==> config.mk <==
export PLATFORM = sky130hd
export DESIGN_NAME = seq_multiplier_flat
export DESIGN_NICKNAME = d
export VERILOG_FILES = /design/src/rtl/seq_multiplier_pkg.sv /design/src/rtl/seq_multiplier_if.sv /design/src/rtl/seq_multiplier_mul_datapath.sv /design/src/rtl/seq_multiplier.sv /design/src/flat_wrapper.sv
export SDC_FILE = /design/constraint.sdc
export NUM_CORES = 1
export LEC_CHECK = 0
export CORE_MARGIN = 2
export CORE_UTILIZATION = 50
export CTS_BUF_LIST = sky130_fd_sc_hd__clkbuf_8
export DETAILED_ROUTE_END_ITERATION = 12
export GPL_ROUTABILITY_DRIVEN = 0
export PLACE_DENSITY = 0.75
export SYNTH_ARGS = -nofsm -noshare
export SYNTH_HDL_FRONTEND = slang
export SYNTH_HIERARCHICAL = 1
export SYNTH_SLANG_ARGS = --single-unit
==> constraint.sdc <==
create_clock -name CLK -period 3.8 [get_ports CLK]
set_input_delay 0.95 -clock CLK [delete_from_list [all_inputs] [get_ports CLK]]
set_output_delay 0.95 -clock CLK [all_outputs]
set_load 0.1 [all_outputs]
==> src/rtl/seq_multiplier_pkg.sv <==
// Shared constants for the sequential shift-add multiplier and its
// neighbours (ALU controller, result-select mux bank).
package seq_multiplier_pkg;

  // Default operand width used by the ALU slice.
  localparam int WIDTH_DEF = 32;

  // FSM state encoding.
  typedef logic [1:0] state_t;
  localparam state_t ST_IDLE = 2'b00;
  localparam state_t ST_CALC = 2'b01;
  localparam state_t ST_DONE = 2'b10;

  // Iteration counter width for the default operand width.
  localparam int CNT_W = $clog2(WIDTH_DEF);

  // Result-select code of the multiply input in the 8-way ALU mux bank.
  localparam logic [2:0] ALU_SEL_MUL = 3'b101;

endpackage : seq_multiplier_pkg

==> src/rtl/seq_multiplier_if.sv <==
// START/DONE handshake and result bus between the ALU controller (master)
// and the sequential multiplier (slave).
interface seq_multiplier_if #(
  parameter int WIDTH = 32
) ();

  logic                 START;
  logic [WIDTH-1:0]     A;
  logic [WIDTH-1:0]     B;
  logic                 BUSY;
  logic                 DONE;
  logic [2*WIDTH-1:0]   PRODUCT;
  logic [WIDTH-1:0]     RES;

  modport master (
    output START, A, B,
    input  BUSY, DONE, PRODUCT, RES
  );

  modport slave (
    input  START, A, B,
    output BUSY, DONE, PRODUCT, RES
  );

endinterface : seq_multiplier_if

==> src/rtl/seq_multiplier_mul_datapath.sv <==
// Shift-add datapath: multiplicand / multiplier / accumulator registers,
// the (WIDTH+1)-bit adder that keeps the carry, and the right shifter.
// With SEQ_MULTIPLIER_SIGNED_EN defined, operand magnitudes are loaded and
// the result sign is reapplied on the combinational result output.
module mul_datapath
  import seq_multiplier_pkg::*;
#(
  parameter int WIDTH = 32
) (
  input  logic                 clk,
  input  logic                 rst_n,
  input  logic                 load_i,
  input  logic                 step_i,
  input  logic [WIDTH-1:0]     a_i,
  input  logic [WIDTH-1:0]     b_i,
  output logic [2*WIDTH-1:0]   result_o
);

  logic [WIDTH-1:0]   mcand_q;
  logic [WIDTH-1:0]   mplier_q;
  logic [WIDTH-1:0]   acc_q;
  logic [WIDTH:0]     sum_s;
  logic [WIDTH-1:0]   mcand_ld_s;
  logic [WIDTH-1:0]   mplier_ld_s;

`ifdef SEQ_MULTIPLIER_SIGNED_EN
  logic               sign_q;
  logic               sign_ld_s;
  logic [2*WIDTH-1:0] raw_s;

  // Two's-complement magnitude; the most-negative value maps to 2^(WIDTH-1).
  function automatic logic [WIDTH-1:0] magnitude(input logic [WIDTH-1:0] v);
    if (v[WIDTH-1]) begin
      return ~v + {{(WIDTH-1){1'b0}}, 1'b1};
    end else begin
      return v;
    end
  endfunction

  // Operand values loaded on acceptance: magnitudes plus product sign.
  always_comb begin
    mcand_ld_s  = magnitude(a_i);
    mplier_ld_s = magnitude(b_i);
    sign_ld_s   = a_i[WIDTH-1] ^ b_i[WIDTH-1];
  end

  // Reapply the sign to the unsigned shift-add result.
  always_comb begin
    raw_s = {acc_q, mplier_q};
    if (sign_q) begin
      result_o = ~raw_s + {{(2*WIDTH-1){1'b0}}, 1'b1};
    end else begin
      result_o = raw_s;
    end
  end
`else
  // Operands are loaded unchanged in unsigned mode.
  always_comb begin
    mcand_ld_s  = a_i;
    mplier_ld_s = b_i;
  end

  // Result is the concatenated accumulator and shifted multiplier.
  always_comb begin
    result_o = {acc_q, mplier_q};
  end
`endif

  // Conditional add of the multiplicand, carry kept in the top bit.
  always_comb begin
    if (mplier_q[0]) begin
      sum_s = {1'b0, acc_q} + {1'b0, mcand_q};
    end else begin
      sum_s = {1'b0, acc_q};
    end
  end

  // Operand load on acceptance, one add-and-shift per step strobe.
  always_ff @(posedge clk or negedge rst_n) begin
    if (!rst_n) begin
      mcand_q  <= {WIDTH{1'b0}};
      mplier_q <= {WIDTH{1'b0}};
      acc_q    <= {WIDTH{1'b0}};
`ifdef SEQ_MULTIPLIER_SIGNED_EN
      sign_q   <= 1'b0;
`endif
    end else if (load_i) begin
      mcand_q  <= mcand_ld_s;
      mplier_q <= mplier_ld_s;
      acc_q    <= {WIDTH{1'b0}};
`ifdef SEQ_MULTIPLIER_SIGNED_EN
      sign_q   <= sign_ld_s;
`endif
    end else if (step_i) begin
      acc_q    <= sum_s[WIDTH:1];
      mplier_q <= {sum_s[0], mplier_q[WIDTH-1:1]};
    end
  end

endmodule : mul_datapath

==> src/rtl/seq_multiplier.sv <==
// Multi-cycle shift-add multiplier feeding the ALU result-select mux.
// START is accepted only in IDLE; DONE pulses for one cycle 33 edges later
// (WIDTH=32) with PRODUCT/RES registered and held until the next DONE.
// Optional build macro: SEQ_MULTIPLIER_SIGNED_EN (two's-complement operands).
module seq_multiplier
  import seq_multiplier_pkg::*;
#(
  parameter int WIDTH = 32
) (
  input  logic                CLK,
  input  logic                RST_N,
  seq_multiplier_if.slave     bus
);

  localparam int CNT_BITS = $clog2(WIDTH);
  localparam logic [CNT_BITS-1:0] CNT_LAST = CNT_BITS'(WIDTH - 1);
  localparam logic [CNT_BITS-1:0] CNT_ONE  = CNT_BITS'(1);

  state_t               state_q;
  state_t               state_d;
  logic [CNT_BITS-1:0]  count_q;
  logic                 load_s;
  logic                 step_s;
  logic                 prod_ld_s;
  logic                 busy_d;
  logic                 done_d;
  logic                 busy_q;
  logic                 done_q;
  logic [2*WIDTH-1:0]   product_q;
  logic [2*WIDTH-1:0]   result_s;

  mul_datapath #(
    .WIDTH (WIDTH)
  ) u_datapath (
    .clk      (CLK),
    .rst_n    (RST_N),
    .load_i   (load_s),
    .step_i   (step_s),
    .a_i      (bus.A),
    .b_i      (bus.B),
    .result_o (result_s)
  );

  // FSM state register.
  always_ff @(posedge CLK or negedge RST_N) begin
    if (!RST_N) begin
      state_q <= ST_IDLE;
    end else begin
      state_q <= state_d;
    end
  end

  // Next-state logic: accept in IDLE, WIDTH steps in CALC, one DONE cycle.
  always_comb begin
    state_d = state_q;
    case (state_q)
      ST_IDLE: begin
        if (bus.START) begin
          state_d = ST_CALC;
        end else begin
          state_d = ST_IDLE;
        end
      end
      ST_CALC: begin
        if (count_q == CNT_LAST) begin
          state_d = ST_DONE;
        end else begin
          state_d = ST_CALC;
        end
      end
      ST_DONE: state_d = ST_IDLE;
      default: state_d = ST_IDLE;
    endcase
  end

  // Output/strobe decode for the datapath and the registered handshake.
  always_comb begin
    load_s    = 1'b0;
    step_s    = 1'b0;
    prod_ld_s = 1'b0;
    done_d    = 1'b0;
    busy_d    = 1'b0;
    case (state_q)
      ST_IDLE: begin
        if (bus.START) begin
          load_s = 1'b1;
          busy_d = 1'b1;
        end else begin
          busy_d = 1'b0;
        end
      end
      ST_CALC: begin
        step_s = 1'b1;
        busy_d = 1'b1;
      end
      ST_DONE: begin
        prod_ld_s = 1'b1;
        done_d    = 1'b1;
      end
      default: begin
        busy_d = 1'b0;
      end
    endcase
  end

  // Iteration counter: cleared on acceptance, advanced on every step.
  always_ff @(posedge CLK or negedge RST_N) begin
    if (!RST_N) begin
      count_q <= {CNT_BITS{1'b0}};
    end else if (load_s) begin
      count_q <= {CNT_BITS{1'b0}};
    end else if (step_s) begin
      count_q <= count_q + CNT_ONE;
    end
  end

  // Registered handshake and product; product holds between DONE pulses.
  always_ff @(posedge CLK or negedge RST_N) begin
    if (!RST_N) begin
      busy_q    <= 1'b0;
      done_q    <= 1'b0;
      product_q <= {(2*WIDTH){1'b0}};
    end else begin
      busy_q <= busy_d;
      done_q <= done_d;
      if (prod_ld_s) begin
        product_q <= result_s;
      end
    end
  end

  assign bus.BUSY    = busy_q;
  assign bus.DONE    = done_q;
  assign bus.PRODUCT = product_q;
  assign bus.RES     = product_q[WIDTH-1:0];

endmodule : seq_multiplier

==> src/flat_wrapper.sv <==
// flat-port wrapper written by rule: the top's interface ports become plain ports
module seq_multiplier_flat import seq_multiplier_pkg::*;
#(
  parameter int WIDTH = 32
)
  (CLK, RST_N, bus_START, bus_A, bus_B, bus_BUSY, bus_DONE, bus_PRODUCT, bus_RES);
  seq_multiplier_if #(.WIDTH(WIDTH)) bus_i ();
  input  logic CLK;
  input  logic RST_N;
  input wire logic [$bits(bus_i.START)-1:0] bus_START;
  input wire logic [$bits(bus_i.A)-1:0] bus_A;
  input wire logic [$bits(bus_i.B)-1:0] bus_B;
  output wire logic [$bits(bus_i.BUSY)-1:0] bus_BUSY;
  output wire logic [$bits(bus_i.DONE)-1:0] bus_DONE;
  output wire logic [$bits(bus_i.PRODUCT)-1:0] bus_PRODUCT;
  output wire logic [$bits(bus_i.RES)-1:0] bus_RES;
  assign bus_i.START = bus_START;
  assign bus_i.A = bus_A;
  assign bus_i.B = bus_B;
  assign bus_BUSY = bus_i.BUSY;
  assign bus_DONE = bus_i.DONE;
  assign bus_PRODUCT = bus_i.PRODUCT;
  assign bus_RES = bus_i.RES;
  seq_multiplier #(.WIDTH(WIDTH)) u_core (.CLK(CLK), .RST_N(RST_N), .bus(bus_i));
endmodule
==> results.rst, run 1 <==
.. list-table::
   :header-rows: 1

   * - Metric
     - Value
   * - Most area-consuming cells after synthesis
     - sky130_fd_sc_hd__dfrtp_1 47%, sky130_fd_sc_hd__mux2_4 8.1%, sky130_fd_sc_hd__mux2_2 5.8%
   * - Critical path data arrival time
     - 3.42 ns
   * - Multi-input gate area in the final layout
     - 4310 um2
   * - CTS clk-pin slew, worst paths
     - 0.10 ns
   * - Signed area change from the synthesized netlist to the final layout
     - 22.0%
   * - Clock tree from TritonCTS
     - yes
   * - Post-detailed-route DRC marker count
     - 0
   * - Cell type contributing the most total cell area after synthesis
     - sky130_fd_sc_hd__dfrtp_1
   * - Antenna violations before repair
     - 0
   * - Per-instance average area after synthesis
     - 11.4 um2
   * - Least setup slack across all paths after layout
     - 0.749 ns
   * - Layout Skew
     - 0.0149 ns
   * - Post-detailed-route via-to-cell ratio
     - 5.63
   * - Flop and latch count out of synthesis
     - 169
   * - Worst slack, placed
     - 0.778 ns
   * - Post-detailed-placement half-perimeter wirelength
     - 14.2 mm
   * - Chip Height
     - 139 um
   * - Mapped Area
     - 9050 um2
   * - Number of rows created at floorplan
     - 49
   * - Bufs on Longest Clock Path
     - 2
   * - Total track usage
     - 0.214
   * - Most frequent cell after synthesis
     - sky130_fd_sc_hd__dfrtp_1
   * - Number of fill cells
     - 1447
   * - Min-delay worst type
     - in2async
   * - Number of global-route vias before repair
     - 6545
   * - Max-Slew Margin vs Limit
     - 0.311
   * - Distinct cell type count after synthesis
     - 58
   * - Number of synthesized flops with an enable pin
     - 0
   * - Pin count of the biggest net entering global routing
     - 75
   * - Commonest cells in the netlist
     - 169 x sky130_fd_sc_hd__dfrtp_1, 59 x sky130_fd_sc_hd__nand2_1, 51 x sky130_fd_sc_hd__mux2i_1, 51 x sky130_fd_sc_hd__o21ai_0, 49 x sky130_fd_sc_hd__mux2_4
   * - Die area
     - 19200 um2
   * - Clk_lat worst skew
     - 0.47 ns
   * - Global-route wire length before repair
     - 33.4 mm
   * - Outcome
     - finished, final reports clean
   * - Leading register cell type out of synthesis
     - sky130_fd_sc_hd__dfrtp_1
   * - Vias post-DR
     - 6502
   * - DRT Wirelength
     - 20.3 mm
   * - First-pass iteration count of the detailed router
     - 5
   * - Worst Path Class, Setup
     - reg2reg
   * - Post-synthesis async set-or-reset flop share
     - 1.00
   * - Post-CTS repair timing setup buffer count
     - 0
   * - Final non-filler cell area
     - 11000 um2
   * - Total count of max-transition violations in the final report
     - 0
   * - Overall die width
     - 139 um
   * - Yosys warns
     - 6
   * - Overflow left after global routing
     - 0
   * - Pin slew with the least headroom to its limit
     - 1.03 ns
   * - Setup TNS Final
     - 0 ns
   * - Number of buffer cells added on primary ports
     - 164
   * - Total number of nets in the final design
     - 1015
   * - CTS sink cnt
     - 169
   * - Inst Count DP
     - 1123
   * - CP Capture Type
     - flop
   * - Diodes inserted
     - 0
   * - Clock root cell
     - sky130_fd_sc_hd__clkbuf_8
   * - Top-level port count
     - 165
   * - RSZ-0062 raised after global routing
     - no
   * - Fraction of layout cells with a size suffix above 1
     - 0.165
   * - Starting utilization of the core area
     - 0.507
   * - Count of maximum capacitance violations
     - 0
   * - Core ar.
     - 17800 um2
   * - Count of endpoints failing setup in the final report
     - 0
   * - Final count of hold timing violations
     - 0
   * - Post-synthesis sequential area ratio
     - 0.467
   * - Cts-stage hold buffer count
     - 0
   * - Final ANT Viol Nets
     - 0
   * - Sequential cell area
     - 4230 um2
   * - Post-placement cell area
     - 10600 um2
   * - Cts bufs inserted
     - 17
   * - Number of instances in the synthesized netlist
     - 797
   * - Crit Path Max Fanout
     - 4
   * - Startpoint kind of the worst setup timing path
     - flop
   * - Data required time of the critical path
     - 4.17 ns
   * - Area share of the leading cell type in the synthesized netlist
     - 0.467
   * - Minimum clock period after layout
     - 3.05 ns
   * - Period Utilization, post-route
     - 0.803
   * - Fin cells
     - 1155
   * - Total nets after synthesis
     - 899
   * - First-iteration detailed-routing DRC count
     - 379
   * - Resized Gates After CTS
     - 0
   * - Number of H-tree branching levels
     - 4
   * - Wire length per cell
     - 17.6 um
   * - Peak clock frequency supported by timing
     - 328 MHz
-- logic make-up (layout without fill, tap and decap cells) --
kind of cell | after synthesis | in the layout | synth area share
AOI/OAI and AO/OA | 177 | 177 | 0.124
DFF | 169 | 169 | 0.467
and+or+nand+nor | 154 | 154 | 0.0810
muxes | 147 | 147 | 0.196
buffers and inverters | 89 | 218 | 0.0574
adders and majority gates | 35 | 35 | 0.0492
xor gates and xnor gates | 26 | 26 | 0.0252
-- worst max-delay path, stage by stage, from the launching register on --
cell and delay (ns):
sky130_fd_sc_hd__dfrtp_1 0.42, sky130_fd_sc_hd__ha_1 0.25, sky130_fd_sc_hd__fa_1 0.41, sky130_fd_sc_hd__a21o_1 0.20, sky130_fd_sc_hd__a221oi_2 0.42, sky130_fd_sc_hd__o21ai_4 0.12, sky130_fd_sc_hd__a21boi_1 0.34, sky130_fd_sc_hd__o31ai_2 0.14
sky130_fd_sc_hd__a41o_1 0.28, sky130_fd_sc_hd__xnor2_1 0.12, sky130_fd_sc_hd__a311oi_1 0.27
-- cell usage in the layout (no fill, tap or decap), types with 9 or more instances in the layout --
cell type	n
sky130_fd_sc_hd__a21o_1	19
sky130_fd_sc_hd__clkbuf_8	17
sky130_fd_sc_hd__nor3b_1	10
sky130_fd_sc_hd__buf_4	10
sky130_fd_sc_hd__a21oi_1	41
sky130_fd_sc_hd__nand3_1	9
sky130_fd_sc_hd__dfrtp_1	169
sky130_fd_sc_hd__mux2_4	49
sky130_fd_sc_hd__nand4_1	10
sky130_fd_sc_hd__mux2i_1	51
sky130_fd_sc_hd__a211oi_1	23
sky130_fd_sc_hd__nand2_1	59
sky130_fd_sc_hd__o21ai_0	51
sky130_fd_sc_hd__mux2_2	47
sky130_fd_sc_hd__nor2_1	37
sky130_fd_sc_hd__clkdlybuf4s50_1	162
sky130_fd_sc_hd__ha_1	34
sky130_fd_sc_hd__xnor2_1	18
-- cell type report --
class | instances | share of cell area
clock buffers | 17 | 0.0212
clock inverters | 15 | 0.0160
inverters | 10 | 0.00374
multi-input cells | 539 | 0.390
flip-flops and latches | 169 | 0.383
well taps | 229 | 0.0259
repair buffers | 176 | 0.160
-- state kept, by name, indices dropped and copies added, names as in the netlist --
name,flops
u_core/bus.DONE,1
u_core/bus.BUSY,1
u_core/u_datapath/acc_q,32
u_core/u_datapath/mplier_q,32
u_core/state_q,2
u_core/bus.PRODUCT,64
u_core/u_datapath/mcand_q,32
u_core/count_q,5
-- per-layer routing --
layer / global-route usage / vias to the layer above / wire length [um]
met4: 0.0602 / 0 / 267
met1: 0.295 / 3199 / 9470
met3: 0.0421 / 23 / 991
met5: 0 / - / 0
met2: 0.346 / 198 / 9550
li1: - / 3082 / -
-- stage by stage --
stage,hold slack (ns),util
2_1_floorplan,0.437,-
3_3_place_gp,0.462,0.596
3_5_place_dp,0.470,0.596
4_1_cts,0.470,0.619
5_1_grt,0.500,0.619
6_report,0.459,0.619
-- final timing paths --
kind / from / end / slack [ns] / cells after the start
hold reg to reg: u_core/count_q[3] / u_core/count_q[3] / 0.48 / 1
setup / recovery: u_core/u_datapath/acc_q[0] / u_core/u_datapath/acc_q[29] / 0.75 / 10
max in group asynchronous: RST_N / u_core/u_datapath/mcand_q[23] / 2.47 / 2
setup reg to reg: u_core/u_datapath/acc_q[0] / u_core/u_datapath/acc_q[29] / 0.75 / 10
hold / removal: RST_N / u_core/bus.PRODUCT[5] / 0.46 / 1
min in group CLK: u_core/count_q[3] / u_core/count_q[3] / 0.48 / 1
Power of run 1 is left out: the tool's default activity adds up to more than one toggle a clock period on the data nets, which glitch-free logic cannot reach.
==> run 2: changes to the inputs <==
Settings changed: CORE_UTILIZATION 50 to 49, PLACE_DENSITY 0.75 to 0.76.
Clock period 3.8 ns to 2.46 ns, I/O delays scaled along.
==> run 2 against run 1 <==
The flow now finishes with violations (setup timing). Count of clock-buffer cells in the layout unchanged. Non-clock buffer count increased by 83. Cell area increased by 6.3%. Clock skew decreased by 0.0015 ns. Critical endpoint unchanged.
==> results.rst, run 2 (same netlist as run 1, synthesis figures left out) <==
.. list-table::
   :header-rows: 1

   * - Metric
     - Value
   * - Critical path data arrival time
     - 2.94 ns (was 3.42 ns)
   * - Peak clock frequency supported by timing
     - 391 MHz (was 328 MHz)
   * - CTS clk-pin slew, worst paths
     - 0.10 ns (about the same)
   * - Die area
     - 19600 um2 (was 19200 um2)
   * - Total track usage
     - 0.222 (was 0.214)
   * - Min-delay worst type
     - in2async (unchanged)
   * - Worst Path Class, Setup
     - reg2reg (unchanged)
   * - Global-route wire length before repair
     - 35.1 mm (was 33.4 mm)
   * - Clock tree from TritonCTS
     - yes (unchanged)
   * - DRT Wirelength
     - 21.4 mm (was 20.3 mm)
   * - Chip Height
     - 140 um (was 139 um)
   * - Post-detailed-route DRC marker count
     - 0 (unchanged)
   * - Layout Skew
     - 0.0134 ns (was 0.0149 ns)
   * - Top-level port count
     - 165 (unchanged)
   * - Signed area change from the synthesized netlist to the final layout
     - 29.7% (was 22.0%)
   * - Number of H-tree branching levels
     - 4 (unchanged)
   * - Failing checks
     - setup timing
   * - Max-Slew Margin vs Limit
     - 0.580 (was 0.311)
   * - Number of global-route vias before repair
     - 6953 (was 6545)
   * - CTS sink cnt
     - 169 (unchanged)
   * - Most frequent cells in the layout
     - 183 x sky130_fd_sc_hd__buf_4, 168 x sky130_fd_sc_hd__dfrtp_1, 65 x sky130_fd_sc_hd__clkdlybuf4s50_1 (was 169 x sky130_fd_sc_hd__dfrtp_1, 162 x sky130_fd_sc_hd__clkdlybuf4s50_1, 59 x sky130_fd_sc_hd__nand2_1)
   * - Startpoint kind of the worst setup timing path
     - flop (unchanged)
   * - Minimum clock period after layout
     - 2.56 ns (was 3.05 ns)
   * - Overall die width
     - 140 um (was 139 um)
   * - Max FFs per register
     - 64 (unchanged)
   * - Fraction of layout cells with a size suffix above 1
     - 0.370 (was 0.165)
   * - Wire length per cell
     - 17.3 um (was 17.6 um)
   * - Crit Path Max Fanout
     - 3 (was 4)
   * - Outcome
     - finished with violations (was finished, final reports clean)
   * - Met2 Resource Use GR
     - 0.362 (was 0.346)
   * - GR Layer Usage met1
     - 0.310 (was 0.295)
   * - Post-detailed-placement half-perimeter wirelength
     - 15.2 mm (was 14.2 mm)
   * - RSZ-0062 raised after global routing
     - yes (was no)
   * - Data required time of the critical path
     - 2.84 ns (was 4.17 ns)
   * - Starting utilization of the core area
     - 0.502 (was 0.507)
   * - Final ANT Viol Nets
     - 0 (unchanged)
   * - Least setup slack across all paths after layout
     - -0.0954 ns (was 0.749 ns)
   * - Pin count of the biggest net entering global routing
     - 55 (was 75)
   * - Pin slew with the least headroom to its limit
     - 0.631 ns (was 1.03 ns)
   * - Period Utilization, post-route
     - 1.04 (was 0.803)
   * - Number of buffer cells added on primary ports
     - 164 (unchanged)
   * - Total number of nets in the final design
     - 1098 (was 1015)
   * - First-iteration detailed-routing DRC count
     - 386 (was 379)
   * - Final count of hold timing violations
     - 0 (unchanged)
   * - Met3 Track Usage GR
     - 0.0414 (was 0.0421)
   * - Bufs on Longest Clock Path
     - 2 (unchanged)
   * - Total count of max-transition violations in the final report
     - 0 (unchanged)
   * - Smallest hold slack
     - 0.0195 ns (was 0.459 ns)
   * - Post-detailed-route via-to-cell ratio
     - 5.49 (was 5.63)
   * - Count of maximum capacitance violations
     - 0 (unchanged)
   * - Cts bufs inserted
     - 17 (unchanged)
   * - Antenna violations before repair
     - 0 (unchanged)
   * - Diodes inserted
     - 0 (unchanged)
   * - GRT Max-Usage Layer
     - met2 (unchanged)
   * - Worst-case register-to-register setup slack
     - -0.1 ns (was 0.75 ns)
   * - Core ar.
     - 18000 um2 (was 17800 um2)
   * - Count of endpoints failing setup in the final report
     - 7 (was 0)
   * - Clock root cell
     - sky130_fd_sc_hd__clkbuf_8 (unchanged)
   * - Most common library cell in the layout ignoring fill and taps
     - sky130_fd_sc_hd__buf_4 (was sky130_fd_sc_hd__dfrtp_1)
   * - Clk_lat worst skew
     - 0.48 ns (was 0.47 ns)
   * - Overflow left after global routing
     - 0 (unchanged)
   * - Number of fill cells
     - 1415 (was 1447)
   * - Vias post-DR
     - 6801 (was 6502)
   * - First-pass iteration count of the detailed router
     - 5 (unchanged)
   * - Number of rows created at floorplan
     - 49 (unchanged)
   * - CP Capture Type
     - flop (unchanged)
[run 2: repair_timing]
action / CTS / global route
pin swaps: 17 / 19
setup buffers: 5 / 5
hold buffers: 0 / 0
setup endpoints to repair: 14 / 20
resized for setup: 6 / 36
[run 2: worst paths after layout]
check / startpoint / endpoint / depth (start not counted)
worst max-delay path: u_core/u_datapath/acc_q[0] / u_core/u_datapath/acc_q[29] / 10
worst min-delay path: RST_N / u_core/bus.PRODUCT[5] / 1
worst max register to register: u_core/u_datapath/acc_q[0] / u_core/u_datapath/acc_q[29] / 10
worst min register to register: u_core/count_q[3] / u_core/count_q[3] / 1
max in group asynchronous: RST_N / u_core/u_datapath/acc_q[23] / 2
min in group CLK: u_core/count_q[3] / u_core/count_q[3] / 1
[run 2: area by class of cell]
| cell class | instances | area, um2 | share of cell area |
|---|---|---|---|
| flip-flops and latches | 169 | 4230 | 0.360 |
| clock buffers | 17 | 234 | 0.0199 |
| clock inverters | 15 | 156 | 0.0133 |
| inverters | 10 | 41.3 | 0.00352 |
| repair buffers | 259 | 2210 | 0.188 |
| multi-input cells | 539 | 4580 | 0.390 |
| well taps | 229 | 287 | 0.0244 |
[run 2: through the flow]
step / cells / setup slack (ns) / utilization / instance area, um2 / TNS, ns
final: 1238 / -0.0954 / 0.651 / 11700 / -0.459
after global routing: 1238 / -0.173 / 0.651 / 11700 / -1.58
after CTS: 1233 / -0.0681 / 0.640 / 11500 / -0.324
after detailed placement: 1196 / -0.180 / 0.614 / 11100 / -1.31
after global placement: 1196 / -0.108 / 0.614 / 11100 / -0.427
after floorplan: 797 / -0.0421 / - / 9140 / -0.0487
[run 2: metal layers]
metal	share of wire	up-vias
li1	-	3251
met1	0.47	3330
met2	0.47	200
met3	0.050	20
met4	0.011	0
met5	0	-
[run 2: critical path: stages (launching register included)]
cell                       delay (ns)
sky130_fd_sc_hd__dfrtp_1         0.40
sky130_fd_sc_hd__ha_2            0.19
sky130_fd_sc_hd__fa_2            0.34
sky130_fd_sc_hd__a21o_1          0.20
sky130_fd_sc_hd__a221oi_4        0.34
sky130_fd_sc_hd__o21ai_4         0.12
sky130_fd_sc_hd__a21boi_4        0.21
sky130_fd_sc_hd__o31ai_4         0.10
sky130_fd_sc_hd__a41o_1          0.24
sky130_fd_sc_hd__xnor2_1         0.12
sky130_fd_sc_hd__a311oi_1        0.20
Power of run 2 is left out for the same reason.
